## src/rtl/seq_alu_pkg.sv

```systemverilog
// Shared select codes and FSM state encoding for seq_alu and its iterative core.
// SEQ_ALU_SIGNED_EN adds the FIX state used for signed result fix-up.
package alu_pkg;

  localparam logic [3:0] ALU_ADD   = 4'd0;
  localparam logic [3:0] ALU_SUB   = 4'd1;
  localparam logic [3:0] ALU_AND   = 4'd2;
  localparam logic [3:0] ALU_OR    = 4'd3;
  localparam logic [3:0] ALU_ADDN  = 4'd4;
  localparam logic [3:0] ALU_ZERO  = 4'd5;
  localparam logic [3:0] ALU_XOR   = 4'd6;
  localparam logic [3:0] ALU_ANDN  = 4'd7;
  localparam logic [3:0] ALU_MULTU = 4'd8;
  localparam logic [3:0] ALU_DIVU  = 4'd9;
  localparam logic [3:0] ALU_MULT  = 4'd10;
  localparam logic [3:0] ALU_DIV   = 4'd11;

`ifdef SEQ_ALU_SIGNED_EN
  typedef enum logic [1:0] {IDLE, MUL, DIV, FIX} state_t;
`else
  typedef enum logic [1:0] {IDLE, MUL, DIV} state_t;
`endif

endpackage

```

## src/rtl/seq_alu_muldiv.sv

```systemverilog
// muldiv_iter: WIDTH-step unsigned shift-add multiplier / restoring divider.
// done and hi/lo are combinational: they show the result of the step taken at the next edge.
module muldiv_iter #(
  parameter int WIDTH = 32,
  parameter int CNT_W = $clog2(WIDTH) + 1
) (
  input  logic             clk,
  input  logic             reset,
  input  logic             go,
  input  logic             op,
  input  logic [WIDTH-1:0] a,
  input  logic [WIDTH-1:0] b,
  output logic             done,
  output logic [WIDTH-1:0] hi,
  output logic [WIDTH-1:0] lo
);

  logic             r_active;
  logic             r_op;
  logic [CNT_W-1:0] r_cnt;
  logic [WIDTH-1:0] r_hi;
  logic [WIDTH-1:0] r_lo;
  logic [WIDTH-1:0] r_b;

  logic [WIDTH:0]   w_sum;
  logic [WIDTH:0]   w_shift;
  logic [WIDTH:0]   w_diff;
  logic [WIDTH-1:0] w_hi_next;
  logic [WIDTH-1:0] w_lo_next;

  // Multiply keeps the multiplier in r_lo and shifts the product in from the top;
  // divide keeps the dividend in r_lo and shifts quotient bits in from the bottom.
  always_comb begin
    w_sum   = {1'b0, r_hi} + (r_lo[0] ? {1'b0, r_b} : '0);
    w_shift = {r_hi, r_lo[WIDTH-1]};
    w_diff  = w_shift - {1'b0, r_b};
    if (!r_op) begin
      w_hi_next = w_sum[WIDTH:1];
      w_lo_next = {w_sum[0], r_lo[WIDTH-1:1]};
    end else if (!w_diff[WIDTH]) begin
      w_hi_next = w_diff[WIDTH-1:0];
      w_lo_next = {r_lo[WIDTH-2:0], 1'b1};
    end else begin
      w_hi_next = w_shift[WIDTH-1:0];
      w_lo_next = {r_lo[WIDTH-2:0], 1'b0};
    end
  end

  assign done = r_active && (r_cnt == CNT_W'(WIDTH - 1));
  assign hi   = w_hi_next;
  assign lo   = w_lo_next;

  always_ff @(posedge clk or posedge reset) begin
    if (reset) begin
      r_active <= 1'b0;
      r_op     <= 1'b0;
      r_cnt    <= '0;
      r_hi     <= '0;
      r_lo     <= '0;
      r_b      <= '0;
    end else if (go) begin
      r_active <= 1'b1;
      r_op     <= op;
      r_cnt    <= '0;
      r_hi     <= '0;
      r_lo     <= a;
      r_b      <= b;
    end else if (r_active) begin
      r_hi  <= w_hi_next;
      r_lo  <= w_lo_next;
      r_cnt <= r_cnt + 1'b1;
      if (done) r_active <= 1'b0;
    end
  end

endmodule

```

## src/rtl/seq_alu.sv

```systemverilog
// seq_alu: registered ALU with iterative MULTU/DIVU and a start/busy/done handshake.
// Define SEQ_ALU_SIGNED_EN to enable signed MULT (10) and DIV (11).
module seq_alu
  import alu_pkg::*;
#(
  parameter  int WIDTH = 32,
  localparam int CNT_W = $clog2(WIDTH) + 1
) (
  input  logic             clk,
  input  logic             reset,
  input  logic             start,
  input  logic [3:0]       select,
  input  logic [WIDTH-1:0] a,
  input  logic [WIDTH-1:0] b,
  output logic [WIDTH-1:0] y,
  output logic             zero,
  output logic [WIDTH-1:0] hi,
  output logic [WIDTH-1:0] lo,
  output logic             busy,
  output logic             done,
  output logic             div_by_zero
);

  state_t           r_state, w_state_next;
  logic [WIDTH-1:0] r_y, r_hi, r_lo;
  logic             r_zero, r_done, r_dbz;

  logic             w_accept, w_go, w_op_div, w_load_y, w_wr_hl, w_done_next, w_dbz_set;
  logic [WIDTH-1:0] w_y_next, w_hi_new, w_lo_new, w_core_a, w_core_b;
  logic             w_core_done;
  logic [WIDTH-1:0] w_core_hi, w_core_lo;

`ifdef SEQ_ALU_SIGNED_EN
  logic               r_signed, r_sdiv, r_neg_lo, r_neg_hi;
  logic [WIDTH-1:0]   r_raw_hi, r_raw_lo;
  logic               w_set_signed, w_set_sdiv;
  logic [WIDTH-1:0]   w_a_mag, w_b_mag, w_fix_hi, w_fix_lo;
  logic [2*WIDTH-1:0] w_prod, w_prod_fix;

  assign w_a_mag = a[WIDTH-1] ? -a : a;
  assign w_b_mag = b[WIDTH-1] ? -b : b;

  always_comb begin
    w_prod     = {r_raw_hi, r_raw_lo};
    w_prod_fix = r_neg_lo ? -w_prod : w_prod;
    if (r_sdiv) begin
      w_fix_lo = r_neg_lo ? -r_raw_lo : r_raw_lo;
      w_fix_hi = r_neg_hi ? -r_raw_hi : r_raw_hi;
    end else begin
      w_fix_lo = w_prod_fix[WIDTH-1:0];
      w_fix_hi = w_prod_fix[2*WIDTH-1:WIDTH];
    end
  end
`endif

  always_comb begin
    case (select)
      ALU_ADD:  w_y_next = a + b;
      ALU_SUB:  w_y_next = a - b;
      ALU_AND:  w_y_next = a & b;
      ALU_OR:   w_y_next = a | b;
      ALU_ADDN: w_y_next = a + ~b;
      ALU_XOR:  w_y_next = a ^ b;
      ALU_ANDN: w_y_next = a & ~b;
      default:  w_y_next = '0;
    endcase
  end

  assign w_accept = (r_state == IDLE) && start;

  always_comb begin
    w_state_next = r_state;
    w_go         = 1'b0;
    w_op_div     = 1'b0;
    w_load_y     = 1'b0;
    w_wr_hl      = 1'b0;
    w_done_next  = 1'b0;
    w_dbz_set    = 1'b0;
    w_hi_new     = w_core_hi;
    w_lo_new     = w_core_lo;
    w_core_a     = a;
    w_core_b     = b;
`ifdef SEQ_ALU_SIGNED_EN
    w_set_signed = 1'b0;
    w_set_sdiv   = 1'b0;
`endif
    case (r_state)
      IDLE: begin
        if (start) begin
          case (select)
            ALU_MULTU: begin
              w_go         = 1'b1;
              w_state_next = MUL;
            end
            ALU_DIVU: begin
              if (b == '0) begin
                w_wr_hl     = 1'b1;
                w_hi_new    = a;
                w_lo_new    = '1;
                w_dbz_set   = 1'b1;
                w_done_next = 1'b1;
              end else begin
                w_go         = 1'b1;
                w_op_div     = 1'b1;
                w_state_next = DIV;
              end
            end
`ifdef SEQ_ALU_SIGNED_EN
            ALU_MULT: begin
              w_go         = 1'b1;
              w_core_a     = w_a_mag;
              w_core_b     = w_b_mag;
              w_set_signed = 1'b1;
              w_state_next = MUL;
            end
            ALU_DIV: begin
              if (b == '0) begin
                w_wr_hl     = 1'b1;
                w_hi_new    = a;
                w_lo_new    = '1;
                w_dbz_set   = 1'b1;
                w_done_next = 1'b1;
              end else begin
                w_go         = 1'b1;
                w_op_div     = 1'b1;
                w_core_a     = w_a_mag;
                w_core_b     = w_b_mag;
                w_set_signed = 1'b1;
                w_set_sdiv   = 1'b1;
                w_state_next = DIV;
              end
            end
`endif
            default: begin
              w_load_y    = 1'b1;
              w_done_next = 1'b1;
            end
          endcase
        end
      end
      MUL, DIV: begin
        if (w_core_done) begin
`ifdef SEQ_ALU_SIGNED_EN
          if (r_signed) begin
            w_state_next = FIX;
          end else begin
            w_wr_hl      = 1'b1;
            w_done_next  = 1'b1;
            w_state_next = IDLE;
          end
`else
          w_wr_hl      = 1'b1;
          w_done_next  = 1'b1;
          w_state_next = IDLE;
`endif
        end
      end
`ifdef SEQ_ALU_SIGNED_EN
      FIX: begin
        w_wr_hl      = 1'b1;
        w_hi_new     = w_fix_hi;
        w_lo_new     = w_fix_lo;
        w_done_next  = 1'b1;
        w_state_next = IDLE;
      end
`endif
      default: w_state_next = IDLE;
    endcase
  end

  always_ff @(posedge clk or posedge reset) begin
    if (reset) r_state <= IDLE;
    else       r_state <= w_state_next;
  end

  always_ff @(posedge clk or posedge reset) begin
    if (reset) begin
      r_y    <= '0;
      r_zero <= 1'b0;
      r_hi   <= '0;
      r_lo   <= '0;
      r_done <= 1'b0;
      r_dbz  <= 1'b0;
    end else begin
      if (w_load_y) begin
        r_y    <= w_y_next;
        r_zero <= (w_y_next == '0);
      end
      if (w_wr_hl) begin
        r_hi <= w_hi_new;
        r_lo <= w_lo_new;
      end
      r_done <= w_done_next;
      if (w_accept) r_dbz <= w_dbz_set;
    end
  end

`ifdef SEQ_ALU_SIGNED_EN
  // Result signs are decided from the original operands at acceptance.
  always_ff @(posedge clk or posedge reset) begin
    if (reset) begin
      r_signed <= 1'b0;
      r_sdiv   <= 1'b0;
      r_neg_lo <= 1'b0;
      r_neg_hi <= 1'b0;
      r_raw_hi <= '0;
      r_raw_lo <= '0;
    end else begin
      if (w_go) begin
        r_signed <= w_set_signed;
        r_sdiv   <= w_set_sdiv;
        r_neg_lo <= a[WIDTH-1] ^ b[WIDTH-1];
        r_neg_hi <= a[WIDTH-1];
      end
      if (w_core_done) begin
        r_raw_hi <= w_core_hi;
        r_raw_lo <= w_core_lo;
      end
    end
  end
`endif

  muldiv_iter #(
    .WIDTH (WIDTH),
    .CNT_W (CNT_W)
  ) u_core (
    .clk   (clk),
    .reset (reset),
    .go    (w_go),
    .op    (w_op_div),
    .a     (w_core_a),
    .b     (w_core_b),
    .done  (w_core_done),
    .hi    (w_core_hi),
    .lo    (w_core_lo)
  );

  assign y           = r_y;
  assign zero        = r_zero;
  assign hi          = r_hi;
  assign lo          = r_lo;
  assign busy        = (r_state != IDLE);
  assign done        = r_done;
  assign div_by_zero = r_dbz;

endmodule
```

## config.mk

```make
export PLATFORM = sky130hd
export DESIGN_NAME = seq_alu
export DESIGN_NICKNAME = d
export VERILOG_FILES = /design/src/rtl/seq_alu_pkg.sv /design/src/rtl/seq_alu_muldiv.sv /design/src/rtl/seq_alu.sv
export SDC_FILE = /design/constraint.sdc
export NUM_CORES = 1
export LEC_CHECK = 0
export CAP_MARGIN = 20
export CORE_ASPECT_RATIO = 0.7
export CORE_MARGIN = 4
export CORE_UTILIZATION = 40
export CTS_BUF_LIST = sky130_fd_sc_hd__clkbuf_4
export DETAILED_ROUTE_END_ITERATION = 16
export DONT_BUFFER_PORTS = 1
export PLACE_DENSITY_LB_ADDON = 0.25
export SETUP_SLACK_MARGIN = 0.05
export SYNTH_ARGS = -nofsm -noshare
export SYNTH_HDL_FRONTEND = slang
export SYNTH_SLANG_ARGS = --single-unit
```

## constraint.sdc

```tcl
create_clock -name clk -period 9.7 [get_ports clk]
set_input_delay 0.485 -clock clk [delete_from_list [all_inputs] [get_ports clk]]
set_output_delay 0.485 -clock clk [all_outputs]
set_load 0.02 [all_outputs]
```

== Word level (Yosys, flattened, before mapping) ==
Index checks and enable logic that the tools add are counted.

* Reductions and logical operators: 11
* Multiply operators: 0
* Magnitude comparators: 0
* Shifts and indexed selects: 0
* Eq/ne operators: 15
* Bitwise gates (word level): 5
* Add/sub/neg operators: 6
* Multiplexer cells: 47
* Divide/modulo/power cells: 0

{| class="wikitable"
|+ Operators with widths
! cell !! number
|-
| $mux 32 || 16
|-
| $pmux 32 s7 || 1
|-
| $add 32x32->32 || 2
|-
| $and 32x32->32 || 2
|-
| $logic_not 32->1 || 2
|-
| $add 32x33->33 || 1
|-
| $sub 33x32->33 || 1
|-
| $not 32->32 || 1
|-
| $or 32x32->32 || 1
|-
| $sub 32x32->32 || 1
|-
| $xor 32x32->32 || 1
|-
| $mux 1 || 19
|-
| $eq 4x3->1 const B || 3
|-
| $mux 6 || 2
|-
| $eq 4x2->1 const B || 2
|-
| $eq 4x4->1 const B || 2
|-
| $pmux 1 s2 || 4
|-
| $pmux 2 s2 || 2
|-
| $add 6x1->6 const B || 1
|-
| $eq 6x5->1 const B || 1
|-
| $mux 2 || 3
|-
| $eq 4x1->1 const B || 1
|-
| $logic_not 4->1 || 1
|-
| $reduce_and 4->1 || 1
|-
| 10 further kinds || 13
|}

* Flip-flop bits (word level): 205
* Bits in read-only memories: 0
* Output and inout bits: 100
* Input port bits: 71
* Bits in writable memories: 0
* Memories kept: 0
* Latch bits: 0
* Logic and storage cells: 97

== Longest topological paths before layout ==
* Depth after elaboration: 7
* Gate-level depth with buffers: 20
* Gate-level depth less buffers: 19

== Cells and area by module ==
A second synthesis with hierarchy kept.

* Cells, all modules: 2244
* Area, all modules: 17747.0 µm²

{| class="wikitable"
|+ By module, submodules not included
! module !! seq. area each (µm²) !! cells each !! area each (µm²) !! times used
|-
| muldiv_iter || 2602.5 || 1107 || 9078.7 || 1
|-
| seq_alu || 2527.4 || 1137 || 8668.3 || 1
|}

== Worst setup path before layout ==
OpenSTA, ideal clock, no wires.

* Path type: input port to flip-flop
* Start point: in select[2]
* End point: reg r_zero, in the netlist zero
* Path slack: 5329 ps
* Cell stages on the path: 19
* Path buffers: 4
* Setup time: 68 ps
* Data required time: 9632 ps
* Data arrival time: 4303 ps
* Cell sequence: clkbuf_1 -> nand2b_1 -> or3_1 -> buf_1 -> clkbuf_1 -> o21ai_0 -> xnor2_1 -> ha_1 -> clkbuf_1 -> a21o_1 -> a31o_2 -> a21oi_1 -> a31oi_1 -> a311oi_2 -> o211ai_1 -> a31oi_1 -> xnor2_1 -> a2111oi_0 -> a32o_1

* Longest elaborated chain between the ends: 5
* Elaborated cells between the ends (all ways): 15
* Classes of those cells: 8 x eq/ne; 4 x mux; 3 x reduce/logical

{| class="wikitable"
|+ Ends and longest elaborated chain
! what !! line !! RTL
|-
| start: declaration || seq_alu.sv:12 || <nowiki>input logic [3:0] select,</nowiki>
|-
| branches (longest 5 deep; another with $pmux 32 s7) || n/a ||
|-
| end signal: assignment || seq_alu.sv:187 || <nowiki>r_zero <= (w_y_next == '0);</nowiki>
|-
| end: declaration || seq_alu.sv:26 || <nowiki>logic r_zero, r_done, r_dbz;</nowiki>
|}

Several ways; the timed one is not identified.
A chain may end at the register's enable or synchronous reset.

== Final worst setup path ==
* Start point: reg u_core.r_lo[31]
* End point: reg r_hi[4], in the netlist hi[4]

* Longest elaborated chain between the ends: 7

{| class="wikitable"
|+ Ends and longest elaborated chain
! what !! line !! RTL
|-
| start: declaration || seq_alu_muldiv.sv:22 || <nowiki>logic [WIDTH-1:0] r_lo;</nowiki>
|-
| start signal: assignment || seq_alu_muldiv.sv:70 || <nowiki>r_lo <= w_lo_next;</nowiki>
|-
| $sub 33x32->33 * || seq_alu_muldiv.sv:36 || <nowiki>w_diff = w_shift - {1'b0, r_b};</nowiki>
|-
| $mux 32 * || seq_alu_muldiv.sv:40 || <nowiki>end else if (!w_diff[WIDTH]) begin</nowiki>
|-
| $mux 32 * || seq_alu_muldiv.sv:37 || <nowiki>if (!r_op) begin</nowiki>
|-
| $mux 32 || seq_alu.sv:96 || <nowiki>if (b == '0) begin</nowiki>
|-
| $mux 32 || seq_alu.sv:90 || <nowiki>case (select)</nowiki>
|-
| $mux 32 || seq_alu.sv:89 || <nowiki>if (start) begin</nowiki>
|-
| $mux 32 * || seq_alu.sv:87 || <nowiki>case (r_state)</nowiki>
|-
| end signal: assignment || seq_alu.sv:190 || <nowiki>r_hi <= w_hi_new;</nowiki>
|-
| end: declaration || seq_alu.sv:25 || <nowiki>logic [WIDTH-1:0] r_y, r_hi, r_lo;</nowiki>
|}

Every way passes the cells marked *; elsewhere a longest branch is shown, timed or not.

==> flow_metrics.py <==
metrics = {
    "final_layout": {
        "layout.nets": 2365,
        "areaGrowthSynthToFinish_pct": 9.81,
        "multi_input_area_um2": 11300,
        "regArea_um2": 5140,
        "mostFrequentLayoutCells": "dfrtp_1, nand2_1, o21ai_0",
        "post-route-util": 0.448,
        "fin_cells": 2775,
        "final_layout_size_suffix_gt1_frac": 0.0713,
        "fill_cells": 4291,
        "mostFrequentLayoutCell": "dfrtp_1",
    },
    "critical_path": {
        "worst-path-max-fanout": 31,
        "cp.required_ps": 10270,
        "critical_path.top_delay_family": "compound AO/OA/AOI/OAI gates",
        "reg2reg_depth": 15,
        "slowest_stage": "a2111oi_0",
        "crit_path_start_kind": "flip-flop",
        "crit_chain": "inv_1 -> ha_1 -> inv_1 -> fa_1 -> a211oi_1 -> o211ai_1 -> a2bb2oi_1 -> a31o_2 -> o21a_1 -> a211oi_2 -> xor2_4 -> buf_4 -> mux2_2 -> a2111oi_0 -> a311oi_1",
        "crit_type": "flip-flop to flip-flop",
        "end_kind": "flip-flop",
        "cp_slowest_stage_delay_ps": 640,
        "cp_num_cells": 15,
        "critPathBufInv": 3,
        "arrival_ps": 5540,
        "cp_common_cell": "inv_1",
    },
    "min_path": {
        "hold_class": "primary input to flip-flop",
        "whs_path_depth": 3,
    },
    "synth": {
        "synthArstFlopShare": 1.00,
        "synth_ff_type": "dfrtp_1",
        "ys_warn_count": 0,
        "ys_ff_latch": 205,
        "synth.cell_area_um2": 17400,
        "syn_inst": 2148,
        "yosysSeqAreaShare": 0.295,
        "avgSynthCellArea_um2": 8.10,
        "synthDistinctLibCells": 78,
        "syn_nets": 2359,
        "synth_edf_count": 0,
    },
    "detailed_routing": {
        "top_layer": "met5",
        "drt-total-wl_um": 64300,
        "wl_met3_um": 6570,
        "firstDrtPassIters": 6,
        "initialDrtViolationCount": 1830,
        "wl_met2_um": 26900,
        "wl_per_cell_um": 23.2,
        "wl_met1_um": 28900,
        "viasPerCell": 6.11,
        "vias": 17000,
        "antenna_left": 0,
        "drc": 0,
    },
    "sta": {
        "worstMarginPinSlew_ps": 1120,
        "finalMaxSlewViolations": 0,
        "fmax_mhz": 201,
        "hold_viol_final": 0,
        "max_slew_margin": 0.237,
        "holdWs_ps": 27.5,
        "skew_ps": 50.9,
        "min_period_ps": 4980,
        "rsz0062_at_grt": "no",
        "finalCritPeriodShare": 0.513,
        "finalSetupViolCount": 0,
        "finalSetupTns_ps": 0,
    },
    "clocking": {
        "cts_sinks": 205,
        "cts_root_buf": "clkbuf_4",
        "clkTransAtPathRegs_ps": 70,
        "clockBufferDepth": 3,
        "cts_resized": 0,
        "cts_made_buffers": 54,
        "htree_levels": 2,
        "cts_tree": "done",
        "clk_latency_ps": 770,
    },
    "power_and_ir_drop": {
        "seqPwrFrac": 0.268,
        "powerDensity_nw_per_um2": 371,
        "p_leak_nw": 8.25,
        "irDropWorstVdd_uv": 216,
        "power.switching_w": 0.00361,
        "power.internal_w": 0.00346,
        "clock_power_share": 0.107,
        "netSwitchingFraction": 0.511,
        "p_comb_frac": 0.625,
    },
    "floorplanning": {
        "dieHeight_um": 182,
        "pin_count": 171,
        "fp-row-count": 63,
        "start_util": 0.408,
        "die-area_um2": 46900,
        "design.core.area_um2": 42600,
        "fp.dieW_um": 257,
    },
    "global_route": {
        "grt_first_pass_wirelength_um": 97700,
        "overflow": 0,
        "grt_pass1_vias": 16100,
        "grt_use_total": 0.265,
        "grt_max_degree": 96,
        "antenna_found_initial": 6,
    },
    "placed_design": {
        "io_buffer_count": 0,
        "dp_cells": 2628,
        "dp_hpwl_um": 47700,
        "gp_congestion": 0.933,
    },
    "job": {
        "maxCapViolCount": 0,
    },
    "run_status": {
        "outcome": "complete, no violations",
    },
}
[final timing paths]
kind	slack, ps	from	end
worst max-delay path	4720	u_core.r_lo[31]$_DFFE_PP0P_	hi[4]$_DFFE_PP0P_
worst min-delay path	30	select[0]	u_core.r_b[12]$_DFFE_PP0P_
worst max register to register	4720	u_core.r_lo[31]$_DFFE_PP0P_	hi[4]$_DFFE_PP0P_
worst min register to register	560	u_core.r_cnt[1]$_DFFE_PP0P_	u_core.r_cnt[1]$_DFFE_PP0P_
max in group asynchronous	7890	reset	u_core.r_active$_DFF_PP0_
min in group asynchronous	340	reset	u_core.r_hi[17]$_DFFE_PP0P_
[cells in the mapped netlist, drive strengths merged (45+ instances only)]
library cell	n	area [µm²]
a21oi	160	805
o211ai	73	548
xnor2	97	850
clkbuf	93	349
nor2	177	664
o21ai	190	951
nand2	184	691
inv	134	503
a31oi	56	350
nor3	50	250
ha	137	1710
and2	45	282
mux2i	50	500
nand3	54	270
dfrtp	205	5130
[worst register-to-register path, stage by stage (launching register included)]
cell and delay, ps:
dfrtp_1 410, inv_1 70, ha_1 140, inv_1 50, fa_1 440, a211oi_1 420
o211ai_1 230, a2bb2oi_1 380, a31o_2 280, o21a_1 250, a211oi_2 140, xor2_4 320
buf_4 480, mux2_2 460, a2111oi_0 640, a311oi_1 100
[per-layer routing]
layer	vias up	track usage
met5	-	0
met4	4	0.0759
met3	127	0.0854
met2	766	0.393
met1	8226	0.370
li1	7846	-
[cell type report]
class / count / share of cell area
clock inverters: 17 / 0.00380
clock buffers: 74 / 0.0291
multi-input cells: 1683 / 0.593
repair buffers: 76 / 0.0401
well taps: 585 / 0.0383
inverters: 134 / 0.0267
diodes: 1 / 0.000131
flip-flops and latches: 205 / 0.269
[logic make-up (layout without fill, tap and decap cells)]
group / Yosys count / after routing / share of synthesized area
compound gates: 706 / 706 / 0.260
simple gates: 635 / 635 / 0.175
buf+inv: 260 / 301 / 0.0588
flops: 205 / 205 / 0.295
fa+ha+maj: 140 / 140 / 0.102
xor+xnor: 126 / 126 / 0.0639
mux: 76 / 76 / 0.0456
other cells: 0 / 1 / 0
[registers in the layout, summed over array words and instances, names as in the netlist, 2 cells and up]
signal,flops
u_core.r_hi,32
r_state,2
u_core.r_cnt,6
hi,32
lo,32
u_core.r_lo,32
u_core.r_b,32
y,32
[metrics by stage]
step	total power, W	setup slack [ps]	instance area (µm²)
CTS	0.00701	4610	19000
floorplan	0.00515	3620	17400
finish	0.00708	4720	19100
detailed placement	0.00620	4370	17900
global route	0.00765	4350	19100
global placement	0.00611	4440	17800
[power by group through the flow]
stage               combinational, W  clock, W  sequential, W
floorplan                    0.00346         0        0.00169
global placement             0.00421         0        0.00190
detailed placement           0.00429         0        0.00191
CTS                          0.00434  0.000776        0.00190
global route                 0.00488  0.000825        0.00195
finish                       0.00442  0.000757        0.00190
[what timing repair did]
action / in CTS / in global routing
setup buffers: 0 / 0
hold endpoints to repair: 136 / 0
hold buffers: 52 / 0
Note: power is estimated with default switching activity, not from simulation.
